$ cat src/rtl/register_controller.sv
// register_controller: sequences CLEAR/LOAD/SHL/SHR requests into one-cycle
// commands for an external register that samples on negedge. It also keeps a
// shadow copy of what that register should contain.
module register_controller #(
  parameter int WIDTH  = 4,
  parameter int CWIDTH = 3
) (
  input  logic              clockController,
  input  logic              resetController,
  input  logic              startController,
  input  logic [1:0]        opController,
  input  logic [WIDTH-1:0]  dataController,
  input  logic [CWIDTH-1:0] countController,
  output logic [2:0]        comandController,
  output logic [WIDTH-1:0]  dataOutController,
  output logic              busyController,
  output logic              doneController,
  output logic [WIDTH-1:0]  shadowController
);

  typedef enum logic [1:0] {INIT, IDLE, ISSUE, DONE} state_t;

  localparam logic [2:0] CMD_HOLD  = 3'b000;
  localparam logic [2:0] CMD_RESET = 3'b001;
  localparam logic [2:0] CMD_LOAD  = 3'b010;
  localparam logic [2:0] CMD_SHL   = 3'b011;
  localparam logic [2:0] CMD_SHR   = 3'b100;

  state_t              state, state_next;
  logic [CWIDTH-1:0]   rem, rem_next;     // commands still to issue after the current one
  logic                quiet, quiet_next; // current operation is the post-reset RESET: no done pulse
  logic [2:0]          cmd, cmd_next;
  logic [WIDTH-1:0]    dout, dout_next;
  logic                busy, busy_next;
  logic                done, done_next;
  logic [WIDTH-1:0]    shadow, shadow_next;

  // Register content after it has executed one command cycle.
  function automatic logic [WIDTH-1:0] predict(input logic [2:0] c,
                                               input logic [WIDTH-1:0] cur,
                                               input logic [WIDTH-1:0] load);
    case (c)
      CMD_RESET: predict = '0;
      CMD_LOAD:  predict = load;
      CMD_SHL:   predict = {cur[WIDTH-2:0], 1'b0};
      CMD_SHR:   predict = {1'b0, cur[WIDTH-1:1]};
      default:   predict = cur;
    endcase
  endfunction

  // State and registered outputs; everything clears asynchronously.
  always_ff @(posedge clockController or negedge resetController) begin
    if (!resetController) begin
      state  <= INIT;
      rem    <= '0;
      quiet  <= 1'b0;
      cmd    <= CMD_HOLD;
      dout   <= '0;
      busy   <= 1'b0;
      done   <= 1'b0;
      shadow <= '0;
    end else begin
      state  <= state_next;
      rem    <= rem_next;
      quiet  <= quiet_next;
      cmd    <= cmd_next;
      dout   <= dout_next;
      busy   <= busy_next;
      done   <= done_next;
      shadow <= shadow_next;
    end
  end

  // Next-state and next-output decode; the command issued this cycle is
  // folded into the shadow at the edge that ends it.
  always_comb begin
    state_next  = state;
    rem_next    = rem;
    quiet_next  = quiet;
    cmd_next    = CMD_HOLD;
    dout_next   = dout;
    busy_next   = 1'b0;
    done_next   = 1'b0;
    shadow_next = predict(cmd, shadow, dout);
    case (state)
      INIT: begin
        cmd_next   = CMD_RESET;
        busy_next  = 1'b1;
        rem_next   = '0;
        quiet_next = 1'b1;
        state_next = ISSUE;
      end
      ISSUE: begin
        if (rem != '0) begin
          cmd_next  = cmd;
          rem_next  = rem - CWIDTH'(1);
          busy_next = 1'b1;
        end else begin
          done_next  = !quiet;
          state_next = quiet ? IDLE : DONE;
        end
      end
      IDLE, DONE: begin
        state_next = IDLE;
        if (startController) begin
          busy_next  = 1'b1;
          quiet_next = 1'b0;
          rem_next   = '0;
          state_next = ISSUE;
          case (opController)
            2'b00: cmd_next = CMD_RESET;
            2'b01: begin
              cmd_next  = CMD_LOAD;
              dout_next = dataController;
            end
            default: begin
              // A zero count still spends one busy cycle, issuing HOLD.
              if (countController != '0) begin
                cmd_next = (opController == 2'b10) ? CMD_SHL : CMD_SHR;
                rem_next = countController - CWIDTH'(1);
              end
            end
          endcase
        end
      end
      default: state_next = INIT;
    endcase
  end

  assign comandController  = cmd;
  assign dataOutController = dout;
  assign busyController    = busy;
  assign doneController    = done;
  assign shadowController  = shadow;

endmodule

$ cat config.mk
export PLATFORM = sky130hd
export DESIGN_NAME = register_controller
export DESIGN_NICKNAME = d
export VERILOG_FILES = /design/src/rtl/register_controller.sv
export SDC_FILE = /design/constraint.sdc
export NUM_CORES = 1
export LEC_CHECK = 0
export ABC_CLOCK_PERIOD_IN_PS = 1100
export CORE_ASPECT_RATIO = 1.2
export CORE_MARGIN = 2
export CORE_UTILIZATION = 41
export DETAILED_ROUTE_END_ITERATION = 16
export GPL_ROUTABILITY_DRIVEN = 0
export PLACE_DENSITY = 0.82
export SLEW_MARGIN = 25
export SYNTH_ARGS = -nofsm -noshare
export SYNTH_HDL_FRONTEND = slang
export SYNTH_SLANG_ARGS = --single-unit
export TNS_END_PERCENT = 30
$ cat constraint.sdc
create_clock -name clockController -period 1.1 [get_ports clockController]
set_input_delay 0.22 -clock clockController [delete_from_list [all_inputs] [get_ports clockController]]
set_output_delay 0.22 -clock clockController [all_outputs]
set_load 0.01 [all_outputs]
Yosys cells after proc, flatten, opt, wreduce, memory -nomap -nowiden --
Index checks and enable logic that the tools add are counted.
Cells by class: add/sub/neg operators 2, equality and inequality tests 12, muxes and demuxes 23, reduce and logical (&&, ||, !) cells 12
Operator list (count):
- $mux 3 | 8
- $pmux 3 s3 | 2
- $pmux 4 s4 | 1
- $eq 2x2->1 const B | 3
- $eq 3x2->1 const B | 2
- $mux 2 | 3
- $ne 2x2->1 const B | 3
- $pmux 2 s3 | 1
- $pmux 3 s2 | 1
- $reduce_bool 3->1 | 2
- $sub 3x1->3 const B | 2
- $mux 1 | 5
- $eq 2x1->1 const B | 2
- $logic_not 2->1 | 2
- $reduce_and 2->1 | 2
- $reduce_bool 4->1 | 1
- $reduce_or 2->1 | 2
- $eq 3x1->1 const B | 1
- $eq 3x3->1 const B | 1
- $pmux 1 s3 | 1
- $reduce_and 3->1 | 1
- $pmux 1 s2 | 1
- $reduce_bool 2->1 | 1
- $logic_not 1->1 | 1
Storage, ports and cells: register bits 19, bits of input ports 12, output and inout bits 13

Depth between registers and ports, before layout --
depth in word-level cells 6, mapped depth 6, gate-level depth less buffers 6

Worst setup path after synthesis --
OpenSTA, ideal clock, no wires.
path kind input-to-reg, start input countController[1], end register cmd[1], in the netlist comandController[1], data arrival time 1.077 ns, data required time 0.979 ns, setup slack -0.099 ns, cell stages on the path 6, cells stage by stage or2_1 > inv_1 > ha_1 > nand2b_1 > mux2i_1 > a32o_2
On the way: longest elaborated chain between the ends 5
RTL lines:
- from (decl) | line 13 | input logic [CWIDTH-1:0] countController,
- $reduce_bool 3->1 | line 118 | if (countController != '0) begin
- $mux 3 | line 118
- $pmux 3 s2 | line 110 | case (opController)
- $mux 3 | line 105 | if (startController) begin
- $pmux 3 s3 | line 85 | case (state)
- to (signal assigned) | line 66 | cmd <= cmd_next;
- to (decl) | line 32 | logic [2:0] cmd, cmd_next;
No other way between the ends. A chain may end at the register's enable or synchronous reset.

Worst setup path after layout --
start register rem[0], end register rem[1]
On the way: longest elaborated chain between the ends 3, elaborated cells on any way between the ends 6, classes of those cells 1 x add/sub; 1 x eq/ne; 2 x mux; 2 x reduce/logical
RTL lines:
- from (decl) | line 30 | logic [CWIDTH-1:0] rem, rem_next;
- from (signal assigned) | line 64 | rem <= rem_next;
- $sub 3x1->3 / $reduce_bool 3->1 (equally long branches) | line 96, 94
- $mux 3 / $ne 2x2->1 (equally long branches)
- $pmux 3 s3 / $reduce_and 2->1 (equally long branches)
Several ways; a longest one is shown, not always the timed one. The select of a mux whose other input is x is not followed.

==> tab_implementation.tex <==
\begin{tabular}{lr}
\hline
Metric & Value \\
\hline
\multicolumn{2}{l}{\textbf{Logic synthesis}} \\
\quad Gate count of the mapped netlist & 103 \\
\quad Top-area cell type share of the netlist area & 44.4\% \\
\quad Synth Area in XOR/XNOR & 0.819\% \\
\quad Number of synthesized flops with an enable pin & 0 \\
\quad Most instantiated cells after synthesis & sky130\_fd\_sc\_hd\_\_dfrtp\_1, sky130\_fd\_sc\_hd\_\_inv\_1, sky130\_fd\_sc\_hd\_\_nand2\_1, sky130\_fd\_sc\_hd\_\_nand2b\_1 \\
\quad Post-synthesis area per instance & 10.4 sq um \\
\quad Largest area contributor in the synthesized netlist & sky130\_fd\_sc\_hd\_\_dfrtp\_1 \\
\quad Cell with the most instances after synthesis & sky130\_fd\_sc\_hd\_\_dfrtp\_1 \\
\quad Post-synth ARST share & 100\% \\
\quad Post-synthesis share of cell area spent on and, or, nand and nor gates & 16.0\% \\
\quad Portion of netlist area occupied by mux cells & 9.36\% \\
\quad Predominant post-synthesis flop cell & sky130\_fd\_sc\_hd\_\_dfrtp\_1 \\
\quad Synthesis-stage register bit count & 19 \\
\quad Number of library cell types mapped by synthesis & 41 \\
\quad YS warnings & 0 \\
\quad Syn Std Cell Area & 0.00107 sq mm \\
\quad Share of the synthesized area in compound gates (AO/OA/AOI/OAI) & 18.8\% \\
\quad Fraction of the yosys area taken by sequential cells & 44.4\% \\
\quad Syn nets & 119 \\
\quad Fraction of the mapped netlist area in adder cells & 4.68\% \\
\quad Top area cells in the synthesized netlist & sky130\_fd\_sc\_hd\_\_dfrtp\_1, sky130\_fd\_sc\_hd\_\_mux2\_4, sky130\_fd\_sc\_hd\_\_ha\_1, sky130\_fd\_sc\_hd\_\_mux2i\_1, sky130\_fd\_sc\_hd\_\_nand2b\_1 \\
\quad Main combinational cell family by area after synthesis & compound AO/OA/AOI/OAI gates \\
\multicolumn{2}{l}{\textbf{Timing}} \\
\quad Final number of setup-violating endpoints & 13 \\
\quad Clk\_skew & 8.47 ps \\
\quad Sum of negative setup slack & -998 ps \\
\quad Fin Hold WS & 247 ps \\
\quad Worst Slack Setup Final & -127 ps \\
\quad Final clock period utilization by the worst path & 112\% \\
\quad Unrepaired setup endpoints after global routing & true \\
\quad Slew headroom & 81.8\% \\
\quad Number of hold-slack violations in the final timing report & 0 \\
\quad Highest achievable clock rate & 0.815 GHz \\
\quad Slew at the pin with the worst max-slew slack & 271 ps \\
\quad Final critical delay including setup and external delays & 1230 ps \\
\quad Fin. max-slew vios & 0 \\
\multicolumn{2}{l}{\textbf{Routing}} \\
\quad Avg WL per Cell & 14.9 um \\
\quad Final ANT Viol Nets & 0 \\
\quad Final Routed Wirelength & 2840 um \\
\quad Average via count per standard cell & 5.20 \\
\quad Residual DRC & 0 \\
\quad Routed vias & 988 \\
\quad DRT Pass-1 Iters & 4 \\
\quad Detailed router's first-iteration violation count & 18 \\
\multicolumn{2}{l}{\textbf{Power}} \\
\quad Proportion of total power due to net switching & 38.0\% \\
\quad Share of power burned in registers & 27.3\% \\
\quad Final total power & 0.00430 W \\
\quad Highest ir drop seen on vdd & 1.31 mV \\
\quad Cell internal pwr & 0.00267 W \\
\quad Clock power frac & 8.4\% \\
\quad Leakage component of the power & 0.817 nW \\
\quad Power density over the cells & 2580 mW/mm\^{}2 \\
\quad Switching pwr & 0.00163 W \\
\quad Logic pwr share & 64.2\% \\
\multicolumn{2}{l}{\textbf{Floorplan}} \\
\quad Die Wd & 50.6 um \\
\quad Die area & 0.00304 sq mm \\
\quad Core box area & 0.00250 sq mm \\
\quad Rows & 20 \\
\quad Initial Utilization & 42.8\% \\
\quad Height of the chip & 60.0 um \\
\quad Top Ports & 25 \\
\multicolumn{2}{l}{\textbf{Final layout}} \\
\quad Area growth, synth to finish & 55.9\% \\
\quad Fin cells & 190 \\
\quad Fraction of layout instances using a drive strength above 1 & 51.0\% \\
\quad Antenna Diode Count & 0 \\
\quad Net total in the final layout & 174 \\
\multicolumn{2}{l}{\textbf{Placed design}} \\
\quad Post-detail-place hpwl & 2050 um \\
\quad \# placed instances & 182 \\
\quad Worst setup slack before clock tree synthesis & -637 ps \\
\quad IO buf count & 24 \\
\multicolumn{2}{l}{\textbf{Worst hold path}} \\
\quad Class of the tightest hold or removal check & in -> async \\
\multicolumn{2}{l}{\textbf{Worst setup path}} \\
\quad Reg-to-reg critical path startpoint & rem[0] \\
\quad Minimum setup slack among reg-to-reg paths & -130 ps \\
\quad Nature of the critical path startpoint & register \\
\quad Kind of capture point of the worst setup path & register \\
\quad Worst path required time & 1310 ps \\
\quad Largest fanout on the critical path & 3 \\
\quad Arrival time worst endpoint & 1440 ps \\
\quad Start-to-end type of the worst setup path & reg -> reg \\
\quad Endpoint of the lowest-slack register-to-register path & rem[1] \\
\quad Length in cells of the worst reg-to-reg path & 5 \\
\multicolumn{2}{l}{\textbf{Clock tree}} \\
\quad Reg clk slew, reported paths & 110 ps \\
\quad CTS tree & yes \\
\quad Clock H-tree levels & 1 \\
\quad Maximum buffer depth of the clock tree & 2 \\
\quad Root buffer cell & sky130\_fd\_sc\_hd\_\_clkbuf\_4 \\
\quad Later-pin clock latency in the skew report & 300 ps \\
\quad Clock buffer count from CTS & 3 \\
\quad Sink count of the clock tree & 19 \\
\multicolumn{2}{l}{\textbf{GRT}} \\
\quad Largest net degree at the start of global routing & 20 \\
\quad Number of antenna violations at the first check in global routing & 0 \\
\quad Vias in the first global route & 1035 \\
\quad GR Util All Layers & 21.2\% \\
\quad Overflow after GRT & 0 \\
\quad First-pass GRT wire length & 4710 um \\
\multicolumn{2}{l}{\textbf{Run status}} \\
\quad Run status & finished with violations \\
\quad Failing checks & negative setup slack \\
\multicolumn{2}{l}{\textbf{Run}} \\
\quad Maxcap violations & 0 \\
\hline
\end{tabular}
flip-flops by register name, summed over array words and instances, names as in the netlist:
| register | cells |
|---|---|
| dataOutController | 4 |
| shadowController | 4 |
| comandController | 3 |
| rem | 3 |
| state | 2 |
| busyController | 1 |
| doneController | 1 |
| quiet | 1 |
cell type report:
type / count / area [sq um]
fill: 206 / 835
sequential: 19 / 477
clock buffer: 4 / 26.3
tap: 33 / 41.3
multi-input combinational: 70 / 661
timing repair buffer: 55 / 429
inverter: 9 / 33.8
worst max path at each step:
stage               slack (ps)  cells past startpoint               start                   to
floorplan                  -90                      6  countController[1]  comandController[1]
global placement          -530                      7  countController[1]               rem[0]
detailed placement        -640                      7  countController[1]               rem[0]
CTS                       -120                      6              rem[0]               rem[0]
global route              -170                      5              rem[0]               rem[1]
finish                    -130                      5              rem[0]               rem[1]
stage by stage:
stage	utilization, %	instance area (sq um)
final	66.6	1670
after global routing	66.6	1670
after CTS	64.7	1620
after detailed placement	62.6	1570
after global placement	62.6	1570
after floorplan	-	1100
routing by layer:
| metal | global-route usage [%] | vias to the layer above | share of wire [%] |
|---|---|---|---|
| li1 | - | 478 | - |
| met1 | 22.6 | 476 | 38 |
| met2 | 41.5 | 30 | 56 |
| met3 | 3.00 | 4 | 4.6 |
| met4 | 8.11 | 0 | 1.2 |
| met5 | 0 | - | 0 |
worst max-delay path, stage by stage (launching register included):
cell	delay, ps
sky130_fd_sc_hd__dfrtp_1	410
sky130_fd_sc_hd__inv_2	100
sky130_fd_sc_hd__ha_4	210
sky130_fd_sc_hd__nor3b_4	180
sky130_fd_sc_hd__a211oi_2	70
sky130_fd_sc_hd__a22oi_1	160
what timing repair did:
item | 4_1_cts | 5_1_grt
cloned | 0 | 0
setup endpoints to repair | 31 | 19
pin swaps | 9 | 5
resized for setup | 73 | 13
buffers inserted | 4 | 0
hold buffers | 0 | 0
kinds of logic after synthesis:
logic type      after synthesis
fa+ha+maj                     4
flops                        19
mux                           8
xor+xnor                      1
simple gates                 30
buf+inv                      14
compound gates               27
power groups by stage:
stage	Combinational [W]	Sequential, W	Clock, W
2_1_floorplan	0.00108	0.00129	0
3_3_place_gp	0.00230	0.00116	0
3_5_place_dp	0.00241	0.00117	0
4_1_cts	0.00257	0.00116	0.000369
5_1_grt	0.00301	0.00121	0.000392
6_report	0.00276	0.00118	0.000362
placed cells by master, fill, tap and decap left out, types with 2 or more instances in the layout:
cell	netlist	final
sky130_fd_sc_hd__mux2_4	4	4
sky130_fd_sc_hd__nand2_1	6	6
sky130_fd_sc_hd__a21boi_1	1	3
sky130_fd_sc_hd__nand3_1	3	2
sky130_fd_sc_hd__nand2b_1	6	2
sky130_fd_sc_hd__a21oi_1	3	3
sky130_fd_sc_hd__nor2b_4	0	2
sky130_fd_sc_hd__clkbuf_4	0	3
sky130_fd_sc_hd__inv_1	6	4
sky130_fd_sc_hd__nand2b_4	0	4
sky130_fd_sc_hd__o21ai_1	3	2
sky130_fd_sc_hd__buf_6	1	3
sky130_fd_sc_hd__inv_2	3	5
sky130_fd_sc_hd__dlygate4sd2_1	0	4
sky130_fd_sc_hd__dfrtp_1	19	18
sky130_fd_sc_hd__ha_1	4	2
sky130_fd_sc_hd__buf_2	2	13
sky130_fd_sc_hd__or2_1	3	2
sky130_fd_sc_hd__clkdlybuf4s50_1	0	6
sky130_fd_sc_hd__buf_4	0	27
sky130_fd_sc_hd__mux2i_1	4	4
(Power assumes the default switching activity.)
